<file path="src/rtl/pipe_pkg.sv">
// Shared types for the pipeline stages: ALU operation codes, forwarding selects
// and the control bundle that a bubble loads into a pipeline register.
package pipe_pkg;

  typedef enum logic [3:0] {
    ALU_ADD   = 4'b0000,
    ALU_SUB   = 4'b0001,
    ALU_AND   = 4'b0010,
    ALU_OR    = 4'b0011,
    ALU_XOR   = 4'b0100,
    ALU_NOR   = 4'b0101,
    ALU_NAND  = 4'b0110,
    ALU_XNOR  = 4'b0111,
    ALU_SLL   = 4'b1000,
    ALU_SRL   = 4'b1001,
    ALU_SRA   = 4'b1010,
    ALU_ROL   = 4'b1011,
    ALU_ROR   = 4'b1100,
    ALU_PASSA = 4'b1101,
    ALU_SLT   = 4'b1110,
    ALU_SLTU  = 4'b1111
  } alu_sel_e;

  typedef enum logic [1:0] {
    FWD_RF    = 2'b00,
    FWD_MEMWB = 2'b01,
    FWD_EXMEM = 2'b10
  } fwd_sel_e;

  typedef struct packed {
    logic valid;
    logic mem_read;
    logic mem_write;
    logic reg_write;
  } ctrl_t;

  // A bubble is an instruction that has no side effects anywhere downstream.
  localparam ctrl_t BUBBLE_CTRL = '{valid: 1'b0, mem_read: 1'b0, mem_write: 1'b0, reg_write: 1'b0};

endpackage

</file>
<file path="src/rtl/forwarding_unit.sv">
// Chooses the source of each EX operand: the younger EX/MEM producer beats MEM/WB,
// and register x0 or a non-writing producer never forwards.
module forwarding_unit
  import pipe_pkg::*;
#(
  parameter int RW = 5
) (
  input  logic [RW-1:0] ex_rs1,
  input  logic [RW-1:0] ex_rs2,
  input  logic          exmem_reg_write,
  input  logic [RW-1:0] exmem_rd,
  input  logic          memwb_reg_write,
  input  logic [RW-1:0] memwb_rd,
  output fwd_sel_e      fwd_a_sel,
  output fwd_sel_e      fwd_b_sel
);

  always_comb begin
    fwd_a_sel = FWD_RF;
    fwd_b_sel = FWD_RF;
    if (ex_rs1 != '0) begin
      if (exmem_reg_write && (exmem_rd == ex_rs1)) begin
        fwd_a_sel = FWD_EXMEM;
      end else if (memwb_reg_write && (memwb_rd == ex_rs1)) begin
        fwd_a_sel = FWD_MEMWB;
      end
    end
    if (ex_rs2 != '0) begin
      if (exmem_reg_write && (exmem_rd == ex_rs2)) begin
        fwd_b_sel = FWD_EXMEM;
      end else if (memwb_reg_write && (memwb_rd == ex_rs2)) begin
        fwd_b_sel = FWD_MEMWB;
      end
    end
  end

endmodule

</file>
<file path="src/rtl/id_ex_stage.sv">
// ID/EX pipeline register with operand forwarding and load-use stall/bubble logic.
// Define STAGE_PERF_EN to add saturating stall/flush performance counters.
module id_ex_stage
  import pipe_pkg::*;
#(
  parameter int n  = 32,
  parameter int RW = 5
) (
  input  logic          clk,
  input  logic          rst_n,
  input  logic          id_valid,
  input  logic [n-1:0]  id_pc,
  input  logic [n-1:0]  id_rs1_data,
  input  logic [n-1:0]  id_rs2_data,
  input  logic [n-1:0]  id_imm,
  input  logic [RW-1:0] id_rs1,
  input  logic [RW-1:0] id_rs2,
  input  logic [RW-1:0] id_rd,
  input  logic [3:0]    id_alu_sel,
  input  logic          id_alu_src,
  input  logic          id_mem_read,
  input  logic          id_mem_write,
  input  logic          id_reg_write,
  input  logic          flush,
  input  logic          exmem_reg_write,
  input  logic [RW-1:0] exmem_rd,
  input  logic [n-1:0]  exmem_alu_out,
  input  logic          memwb_reg_write,
  input  logic [RW-1:0] memwb_rd,
  input  logic [n-1:0]  memwb_wdata,
  output logic          stall_id,
  output logic          ex_valid,
  output logic [n-1:0]  ex_pc,
  output logic [n-1:0]  ex_alu_a,
  output logic [n-1:0]  ex_alu_b,
  output logic [3:0]    ex_alu_sel,
  output logic [n-1:0]  ex_store_data,
  output logic [RW-1:0] ex_rd,
  output logic          ex_mem_read,
  output logic          ex_mem_write,
  output logic          ex_reg_write
`ifdef STAGE_PERF_EN
  ,
  output logic [31:0]   perf_stalls,
  output logic [31:0]   perf_flushes
`endif
);

  ctrl_t         ex_ctrl;
  logic [n-1:0]  ex_rs1_data;
  logic [n-1:0]  ex_rs2_data;
  logic [n-1:0]  ex_imm;
  logic [RW-1:0] ex_rs1;
  logic [RW-1:0] ex_rs2;
  logic          ex_alu_src;
  logic          load_bubble;
  logic [n-1:0]  fwd_rs1;
  logic [n-1:0]  fwd_rs2;
  fwd_sel_e      fwd_a_sel;
  fwd_sel_e      fwd_b_sel;

  // A load in EX cannot supply its data until MEM/WB, so a dependent ID instruction waits.
  assign stall_id = id_valid & ex_ctrl.valid & ex_ctrl.mem_read & (ex_rd != '0)
                  & ((ex_rd == id_rs1) | (ex_rd == id_rs2)) & ~flush;
  assign load_bubble = flush | stall_id;

  always_ff @(posedge clk or negedge rst_n) begin
    if (!rst_n) begin
      ex_ctrl     <= BUBBLE_CTRL;
      ex_pc       <= '0;
      ex_rs1_data <= '0;
      ex_rs2_data <= '0;
      ex_imm      <= '0;
      ex_rs1      <= '0;
      ex_rs2      <= '0;
      ex_rd       <= '0;
      ex_alu_sel  <= ALU_ADD;
      ex_alu_src  <= 1'b0;
    end else if (load_bubble) begin
      ex_ctrl     <= BUBBLE_CTRL;
      ex_pc       <= '0;
      ex_rs1_data <= '0;
      ex_rs2_data <= '0;
      ex_imm      <= '0;
      ex_rs1      <= '0;
      ex_rs2      <= '0;
      ex_rd       <= '0;
      ex_alu_sel  <= ALU_ADD;
      ex_alu_src  <= 1'b0;
    end else begin
      ex_ctrl     <= '{valid: id_valid, mem_read: id_mem_read,
                       mem_write: id_mem_write, reg_write: id_reg_write};
      ex_pc       <= id_pc;
      ex_rs1_data <= id_rs1_data;
      ex_rs2_data <= id_rs2_data;
      ex_imm      <= id_imm;
      ex_rs1      <= id_rs1;
      ex_rs2      <= id_rs2;
      ex_rd       <= id_rd;
      ex_alu_sel  <= id_alu_sel;
      ex_alu_src  <= id_alu_src;
    end
  end

  forwarding_unit #(.RW(RW)) u_fwd (
    .ex_rs1          (ex_rs1),
    .ex_rs2          (ex_rs2),
    .exmem_reg_write (exmem_reg_write),
    .exmem_rd        (exmem_rd),
    .memwb_reg_write (memwb_reg_write),
    .memwb_rd        (memwb_rd),
    .fwd_a_sel       (fwd_a_sel),
    .fwd_b_sel       (fwd_b_sel)
  );

  always_comb begin
    fwd_rs1 = ex_rs1_data;
    fwd_rs2 = ex_rs2_data;
    case (fwd_a_sel)
      FWD_EXMEM: fwd_rs1 = exmem_alu_out;
      FWD_MEMWB: fwd_rs1 = memwb_wdata;
      default:   fwd_rs1 = ex_rs1_data;
    endcase
    case (fwd_b_sel)
      FWD_EXMEM: fwd_rs2 = exmem_alu_out;
      FWD_MEMWB: fwd_rs2 = memwb_wdata;
      default:   fwd_rs2 = ex_rs2_data;
    endcase
  end

  assign ex_alu_a      = fwd_rs1;
  assign ex_store_data = fwd_rs2;
  assign ex_alu_b      = ex_alu_src ? ex_imm : fwd_rs2;
  assign ex_valid      = ex_ctrl.valid;
  assign ex_mem_read   = ex_ctrl.mem_read;
  assign ex_mem_write  = ex_ctrl.mem_write;
  assign ex_reg_write  = ex_ctrl.reg_write;

`ifdef STAGE_PERF_EN
  // Counters stick at all-ones rather than wrapping so long runs never under-report.
  always_ff @(posedge clk or negedge rst_n) begin
    if (!rst_n) begin
      perf_stalls  <= '0;
      perf_flushes <= '0;
    end else begin
      if (stall_id && (perf_stalls != 32'hFFFF_FFFF)) begin
        perf_stalls <= perf_stalls + 32'd1;
      end
      if (flush && (perf_flushes != 32'hFFFF_FFFF)) begin
        perf_flushes <= perf_flushes + 32'd1;
      end
    end
  end
`endif

endmodule
</file>
<file path="config.mk">
export PLATFORM = sky130hd
export DESIGN_NAME = id_ex_stage
export DESIGN_NICKNAME = d
export VERILOG_FILES = /design/src/rtl/pipe_pkg.sv /design/src/rtl/forwarding_unit.sv /design/src/rtl/id_ex_stage.sv
export SDC_FILE = /design/constraint.sdc
export NUM_CORES = 1
export LEC_CHECK = 0
export CAP_MARGIN = 10
export CORE_AREA = 2 2 147 149
export DETAILED_ROUTE_END_ITERATION = 8
export DIE_AREA = 0 0 149 151
export PLACE_DENSITY = 0.74
export SYNTH_ARGS = -nofsm -noshare
export SYNTH_HDL_FRONTEND = slang
export SYNTH_HIERARCHICAL = 1
export SYNTH_SLANG_ARGS = --single-unit
</file>
<file path="constraint.sdc">
create_clock -name clk -period 4.03 [get_ports clk]
set_input_delay 1.0075 -clock clk [delete_from_list [all_inputs] [get_ports clk]]
set_output_delay 1.0075 -clock clk [all_outputs]
set_load 0.01 [all_outputs]
</file>
# After elaboration in Yosys (flattened, before gate mapping)
# Cells that the tools add are included.
# W data, S select, Z words.
[op_classes]
eq_ne = 10
mux = 19
bitwise_logic = 8
reduce_logical = 7
[op_table]
columns = ["operator", "n"]
rows = [
  ["$mux W32", 5],
  ["$pmux W32 S2", 2],
  ["$eq A5 B5 Y1", 6],
  ["$mux W5", 3],
  ["$reduce_bool A5 Y1", 3],
  ["$mux W2", 4],
  ["$mux W4", 2],
  ["$and A1 B1 Y1", 5],
  ["$eq A2 B1 Y1 const B", 2],
  ["$eq A2 B2 Y1 const B", 2],
  ["$logic_and A1 B1 Y1", 4],
  ["$mux W1", 3],
  ["$or A1 B1 Y1", 2],
  ["$not A1 Y1", 1],
]
[totals]
regBits = 152
input_bits = 231
out_inout_bits = 142
elab_cells = 57

# Depth between registers and ports, before layout
# Gate-level depths: netlist of run 1.
[logic_depth]
word_depth = 8
ltp_mapped = 11
ltp_nobuf = 9

# By module
# The synthesis of run 1 kept the hierarchy.
[by_module_without_submodules]
columns = ["mod", "instances", "cells_each", "area_per_inst_um2", "seq_area_each_um2"]
rows = [
  ["id_ex_stage", 1, 787, 7463.4, 3803.6],
  ["forwarding_unit", 1, 36, 265.3, 0.0],
]

# Worst setup path before layout of run 1
# Ideal clock, no wire load.
[synth_path]
path_kind = "input-to-output"
startpoint = "input exmem_rd[0]"
endpoint = "output ex_alu_b[13]"
t_arrival_ns = 2.978
required_ns = 3.023
setup_slack_ns = 0.045
stages = 10
n_path_buf = 2
path_cell_list = "xor2_1 nor4_1 nand3_1 nor4b_1 inv_1 ha_1 clkbuf_1 clkbuf_1 o21ai_0 mux2_1"
[synth_via]
elab_chain_len = 7
word_cells_on_any_way = 8
cone_classes = "eq/ne (3); mux (4); reduce/logical (1)"
[synth_rtl]
columns = ["item", "line", "rtl"]
rows = [
  ["from (decl)", "id_ex_stage.sv:26", "input logic [RW-1:0] exmem_rd,"],
  ["$eq A5 B5 Y1 *", "forwarding_unit.sv:29", "if (exmem_reg_write && (exmem_rd == ex_rs2)) begin"],
  ["$logic_and A1 B1 Y1 *", "forwarding_unit.sv:29", ""],
  ["$mux W2 *", "forwarding_unit.sv:29", ""],
  ["$mux W2 *", "forwarding_unit.sv:28", "if (ex_rs2 != '0) begin"],
  ["net fwd_b_sel[0]", "id_ex_stage.sv:60", "fwd_sel_e fwd_b_sel;"],
  ["$eq A2 B1 Y1 or $eq A2 B2 Y1 (tied branches)", "id_ex_stage.sv:124", "case (fwd_b_sel)"],
  ["$pmux W32 S2 *", "id_ex_stage.sv:124", ""],
  ["net ex_store_data[13]", "id_ex_stage.sv:37", "output logic [n-1:0] ex_store_data,"],
  ["$mux W32 *", "id_ex_stage.sv:133", "assign ex_alu_b = ex_alu_src ? ex_imm : fwd_rs2;"],
  ["to (decl)", "id_ex_stage.sv:35", "output logic [n-1:0] ex_alu_b,"],
]
# Mark *: on every way through the listed nets, which the timed path passes. The rest lies on a longest branch.

# Worst setup path in the final report of run 1
[layout_path]
startpoint = "input exmem_rd[0]"
endpoint = "output ex_alu_b[13]"
[layout_via]
elab_chain_len = 7
word_cells_on_any_way = 8
cone_classes = "eq/ne (3); mux (4); reduce/logical (1)"
[layout_rtl]
columns = ["item", "line"]
rows = [
  ["$eq A5 B5 Y1 *", "forwarding_unit.sv:29"],
  ["$logic_and A1 B1 Y1 *", "forwarding_unit.sv:29"],
  ["$mux W2 *", "forwarding_unit.sv:29"],
  ["$mux W2 *", "forwarding_unit.sv:28"],
  ["net fwd_b_sel[1]", "id_ex_stage.sv:60"],
  ["$eq A2 B1 Y1 or $eq A2 B2 Y1 (tied branches)", "id_ex_stage.sv:124"],
  ["$pmux W32 S2 *", "id_ex_stage.sv:124"],
  ["$mux W32 *", "id_ex_stage.sv:133"],
]
# Marks and branches as above.

==> results of run 1 <==
cells in the mapped netlist:
library cell / number / area share (%)
nor2_1: 5 / 0.24
nand2_1: 68 / 3.3
buf_2: 20 / 1.3
nor4_1: 2 / 0.16
o21ai_0: 64 / 4.1
buf_4: 3 / 0.29
and3b_1: 1 / 0.11
ha_1: 4 / 0.65
nand3_1: 5 / 0.32
a21oi_1: 152 / 9.8
clkbuf_1: 52 / 2.5
dfrtp_1: 152 / 49
mux2_2: 30 / 4.4
xor2_1: 8 / 0.91
a22oi_1: 64 / 6.2
or4_1: 2 / 0.19
inv_1: 4 / 0.19
mux2_1: 2 / 0.29
nor3_1: 1 / 0.065
nor4b_1: 2 / 0.23
o22ai_2: 1 / 0.16
xnor2_1: 22 / 2.5
a21oi_2: 1 / 0.11
nand4_1: 2 / 0.16
nand2b_1: 152 / 12
buf_1: 4 / 0.19
power by group through the flow:
stage          clock network (mW)  logic (mW)  registers, mW
4_1_cts                      1.81       0.918           1.65
5_1_grt                      1.89        1.02           1.66
2_1_floorplan                   0       0.284           1.67
6_report                     1.80       0.959           1.65
3_5_place_dp                    0       0.842           1.67
3_3_place_gp                    0       0.831           1.67
worst min-delay path by stage:
stage / start / end / slack [ns] / cells after the start
floorplan: rst_n / ex_alu_sel[0] / 0.71 / 0
global placement: ex_valid / ex_valid / 1.02 / 4
detailed placement: ex_valid / ex_rs1_data[31] / 1.04 / 4
CTS: rst_n / ex_rs2_data[3] / 0.73 / 1
global route: rst_n / ex_imm[0] / 0.76 / 1
finish: rst_n / ex_rs1[0] / 0.66 / 1
worst max-delay path, delay by kind of cell:
kind | cells | cell delay, ns
AOI/OAI and AO/OA | 2 | 0.22
xor gates and xnor gates | 1 | 0.18
adders and majority gates | 1 | 0.19
buffers and inverters | 7 | 0.84
muxes | 1 | 0.27
and+or+nand+nor | 3 | 0.58
registers in the layout, summed over array words and instances (netlist names), 4 cells and up:
name,count
ex_imm,32
ex_pc,32
ex_rs1_data,32
ex_rs2_data,32
ex_rd,5
ex_rs1,5
ex_rs2,5
ex_alu_sel,4
area by class of cell:
type                    instances  share of cell area (%)
repair buffers                489                   35.30
multi-input cells             588                   30.98
flip-flops and latches        152                   26.62
clock buffers                  17                   2.976
well taps                     275                   2.407
clock inverters                15                   1.593
inverters                       4                  0.1050
diodes                          1                 0.01751
stage by stage:
stage,util [%],cells
after floorplan,-,823
after global placement,58.26,1462
after detailed placement,58.26,1462
after CTS,67.07,1540
after global routing,68.64,1540
final,68.65,1541
per-layer routing:
| layer | up-vias | GRT usage (%) |
|---|---|---|
| li1 | 3696 | - |
| met1 | 4058 | 32.02 |
| met2 | 366 | 50.71 |
| met3 | 73 | 8.253 |
| met4 | 0 | 11.76 |
| met5 | - | 0 |
cells by family after synthesis:
family / Yosys count / synth area share [%]
flops: 152 / 49.21
compound gates: 282 / 20.48
simple gates: 240 / 17.10
xor+xnor: 30 / 3.400
fa+ha+maj: 4 / 0.6476
buf+inv: 83 / 4.501
mux: 32 / 4.662
repair_timing:
action | in CTS | in global routing
endpoints found under the setup margin | 96 | 96
pin swaps | 61 | 53
gates resized for setup | 678 | 116
setup buffers | 48 | 7
gates cloned | 14 | 3
==> impl_metrics.tcl, run 1 <==
set metrics [dict create \
    status "complete, but fails checks" \
    violations "setup timing" \
    clk_pin_slew_ns 0.07 \
    rsz0062_at_grt "true" \
    cts_buffers 17 \
    r2r_end "ex_imm[22]" \
    ctsHoldBuffers 0 \
    p_comb_share_pct 21.8 \
    detail_route.first_pass.iterations 6 \
    p_total_mw 4.407 \
    placed_area_um2 12130 \
    syn_area_per_cell_um2 9.391 \
    switching_power_mw 1.195 \
    fin_skew_ns 0.01406 \
    routedWlPerCell_um 21.95 \
    ir_drop_mv 0.2703 \
    ys_seq_area_share_pct 49.21 \
    cp_slowest_cell "nor4_4" \
    grt_pass1_wl_mm 47.94 \
    power_frac_seq_pct 37.4 \
    synthCells 823 \
    clockRootBuffer "clkbuf_16" \
    hold_viol 0 \
    cts_sinks 152 \
    routed_via_density 5.317 \
    rows 53 \
    clockBufferDepth 2 \
    track_usage_pct 28.48 \
    n_fill_cell 1551 \
    power_density_nw_per_um2 308.3 \
    crit_type "input pin to primary output" \
    design_area_um2 14300 \
    top_layer_used "met4" \
    gr-total-overflow 0 \
    hpwlAfterDp_mm 20.54 \
    gp_congestion 0.8645 \
    port_buffers 372 \
    multiInputGateArea_um2 4429 \
    endpoint "ex_alu_b[13]" \
    synth_cell_types 26 \
    vias 8193 \
    setup_violations 79 \
    drive_gt1_share_pct 35.26 \
    period_share_pct 106.5 \
    max_freq_mhz 233.1 \
    initial_core_util_pct 37.12 \
    synth_nets 1058 \
    die_x_um 149 \
    final_common_cell "clkdlybuf4s50_1" \
    cap_violations 0 \
    crit_top_cell "buf_6" \
    postRouteAntennaNets 0 \
    grt_start_max_net_pins 111 \
    max_stage_delay_ns 0.33 \
    seq_area_um2 3805 \
    wl_mm 33.83 \
    leakage_nw 6.104 \
    final.min_clock_period_ns 4.291 \
    coreArea_um2 20820 \
    tritoncts "done" \
    worstPathMaxFanout 6 \
    met1Wirelength_mm 12.54 \
    wl_met2_mm 17.34 \
    mostFrequentLayoutCells "clkdlybuf4s50_1 (262), nand2b_1 (152), a21oi_1 (152)" \
    die_area_um2 22500 \
    syn_area_um2 7729 \
    clkPwrFrac_pct 40.8 \
    dr_wl_met3_mm 2.760 \
    fp.dieH_um 151 \
    holdWs_ns 0.6602 \
    worstPathCellList "buf_8 -> xor2_2 -> nor4_4 -> nand3_2 -> buf_6 -> nor2_4 -> inv_2 -> ha_4 -> buf_6 -> buf_16 -> a22oi_2 -> o21ai_2 -> buf_4 -> mux2_4 -> buf_6" \
    hold_class "input pin to asynchronous set/reset pin" \
    clk_latency_ns 0.43 \
    drtIter0Drc 351 \
    netSwitchingFraction_pct 27.13 \
    tightestPinTransition_ns 1.168 \
    reg2reg_slack_ns 1.42 \
    pin_count 373 \
    slew_viol_final 0 \
    area_growth_pct 84.96 \
    worstPathArrival_ns 3.28 \
    final_nets 1487 \
    internal_power_mw 3.211 \
    grt_pass1_vias 8372 \
    setup-tns-final_ns -8.254 \
    critPathLaunchType "input pin" \
    reg2reg_depth 5 \
    htree_levels 4 \
    critPathRequiredTime_ns 3.02 \
    critPathLaunch "exmem_rd[0]" \
    ys_ff_latch 152 \
    antenna_found_initial 1 \
    timing.final.ws_setup_ns -0.2609 \
    relSlewSlack_pct 22.14 \
    critPathCaptureType "primary output" \
    route.detailed.drc 0 \
    dpl_worst_slack_ns -1.118 \
    regToRegStartpoint "ex_rd[1]" \
    ys.warnings.count 6 \
]
(Power assumes the default switching activity.)
==> run 2, diff against run 1 <==
Settings changed: HOLD_SLACK_MARGIN set to 0.03.
==> results of run 2 <==
Same layout as run 1: the final DEF is identical, and so are final timing and power.
==> run 3, diff against run 2 <==
Settings changed: REMOVE_ABC_BUFFERS set to 1.
==> impl_metrics.tcl, run 3 (same netlist as run 1, synthesis figures left out) <==
set metrics [dict create \
    final_nets 1466 \
    critPathCaptureType "primary output" \
    design_area_um2 14040 \
    drive_gt1_share_pct 32.15 \
    n_fill_cell 1573 \
    area_growth_pct 81.61 \
    critPathRequiredTime_ns 3.02 \
    max_freq_mhz 229.8 \
    crit_type "input pin to primary output" \
    cp_slowest_cell "a22oi_1" \
    placed_area_um2 12060 \
    htree_levels 4 \
    final.min_clock_period_ns 4.352 \
    postRouteAntennaNets 0 \
    rows 53 \
    cts_buffers 17 \
    tritoncts "done" \
    clockRootBuffer "clkbuf_16" \
    post-route-util_pct 67.41 \
    p_total_mw 4.152 \
    tightestPinTransition_ns 0.9677 \
    regToRegStartpoint "ex_rd[0]" \
    route.detailed.drc 0 \
    hold_viol 0 \
    ir_drop_mv 0.2792 \
    status "complete, but fails checks" \
    antenna_found_initial 2 \
    slew_viol_final 0 \
    dpl_worst_slack_ns -1.053 \
    pin_count 373 \
    power_density_nw_per_um2 295.8 \
    crit_top_cell "buf_6" \
    die_x_um 149 \
    reg2reg_depth 6 \
    gp_congestion 0.8580 \
    routed_via_density 5.230 \
    port_buffers 372 \
    hold_class "input pin to asynchronous set/reset pin" \
    fp.dieH_um 151 \
    worstPathCellList "buf_6 -> xor2_1 -> nor4_1 -> nand3_1 -> buf_4 -> nor2_4 -> inv_2 -> ha_4 -> buf_12 -> a22oi_1 -> o21ai_2 -> mux2_2 -> buf_6" \
    grt_pass1_wl_mm 45.72 \
    vias 7944 \
    clk_latency_ns 0.42 \
    clockBufferDepth 2 \
    leakage_nw 5.978 \
    timing.final.ws_setup_ns -0.3222 \
    coreArea_um2 20820 \
    worstPathMaxFanout 6 \
    track_usage_pct 26.75 \
    r2r_end "ex_pc[0]" \
    diodes 0 \
    violations "setup timing" \
    die_area_um2 22500 \
    detail_route.first_pass.iterations 5 \
    critPathLaunchType "input pin" \
    routedWlPerCell_um 21.28 \
    gr-total-overflow 0 \
    cap_violations 0 \
    cts_sinks 152 \
    clk_pin_slew_ns 0.06 \
    period_share_pct 108.0 \
    relSlewSlack_pct 35.49 \
    hpwlAfterDp_mm 19.21 \
    rsz0062_at_grt "true" \
    final_common_cell "clkdlybuf4s50_1" \
    initial_core_util_pct 37.12 \
    fin_skew_ns 0.008145 \
    wl_mm 32.32 \
    max_stage_delay_ns 0.35 \
    grt_pass1_vias 8036 \
    mostFrequentLayoutCells "clkdlybuf4s50_1 (262), nand2b_1 (152), a21oi_1 (152)" \
    setup_violations 47 \
    drtIter0Drc 342 \
    grt_start_max_net_pins 153 \
    worstPathArrival_ns 3.34 \
    reg2reg_slack_ns 1.21 \
    ctsHoldBuffers 0 \
]
==> run 3: cell types whose count changed in the layout (fill, tap and decap cells not counted), moves of 9 or more <==
cell     change
a22oi_2     -20
a22oi_1     +20
nand2_1     -14
o21ai_4      +9
buf_6       +10
o21ai_2     -16
buf_4       -34
==> run 3: metal layers <==
metal / global-route usage (%) / share of wire [%]
met1: 29.97 / 36
met5: 0 / 0.096
met4: 9.000 / 2.9
met3: 8.223 / 8.5
met2: 48.36 / 52
==> run 3: area by class of cell <==
class / count / area, um2 / share of cell area, %
well taps: 275 / 344.1 / 2.451
multi-input cells: 588 / 4355 / 31.03
repair buffers: 468 / 4946 / 35.24
flip-flops and latches: 152 / 3805 / 27.11
clock inverters: 11 / 110.1 / 0.7845
clock buffers: 21 / 460.4 / 3.280
inverters: 4 / 15.01 / 0.1070
==> run 3: what timing repair did <==
item                       in CTS  in global routing
gates resized for setup       627                157
setup buffers                  13                 12
gates cloned                   10                 10
pin swaps                      39                 35
setup endpoints to repair      96                 96
==> run 3: how the worst max path moves through the flow <==
| stage | slack, ns | from | endpoint | cells past startpoint |
|---|---|---|---|---|
| floorplan | -1.61 | id_rs1[4] | stall_id | 4 |
| global placement | -1.01 | exmem_rd[0] | ex_alu_b[18] | 12 |
| detailed placement | -1.05 | exmem_rd[3] | ex_alu_b[7] | 13 |
| CTS | -0.15 | exmem_rd[0] | ex_alu_b[13] | 14 |
| global route | -0.37 | exmem_rd[2] | ex_alu_b[19] | 13 |
| finish | -0.32 | exmem_rd[0] | ex_alu_b[19] | 13 |
==> run 3: through the flow <==
| step | hold WS, ns | setup TNS (ns) | std cells |
|---|---|---|---|
| detailed placement | 1.102 | -82.37 | 1450 |
| global placement | 1.080 | -78.82 | 1450 |
| floorplan | 0.7119 | -94.63 | 744 |
| global route | 0.6741 | -10.46 | 1519 |
| finish | 0.6207 | -6.527 | 1519 |
| CTS | 0.6420 | -2.950 | 1501 |
==> run 3: worst max-delay path: cells and delay by family <==
family / cells / cell delay, ns
fa+ha+maj: 1 / 0.21
mux: 1 / 0.28
simple gates: 3 / 0.61
compound gates: 2 / 0.48
xor+xnor: 1 / 0.13
buf+inv: 5 / 0.63
==> run 3: report_power, final <==
part           internal (mW)  switching [mW]  total [mW]  leakage (nW)
Clock                  0.893           0.671        1.56         0.271
Sequential              1.60          0.0438        1.65          1.96
Combinational          0.539           0.403       0.941          3.75
Total                   3.04            1.12        4.15          5.98
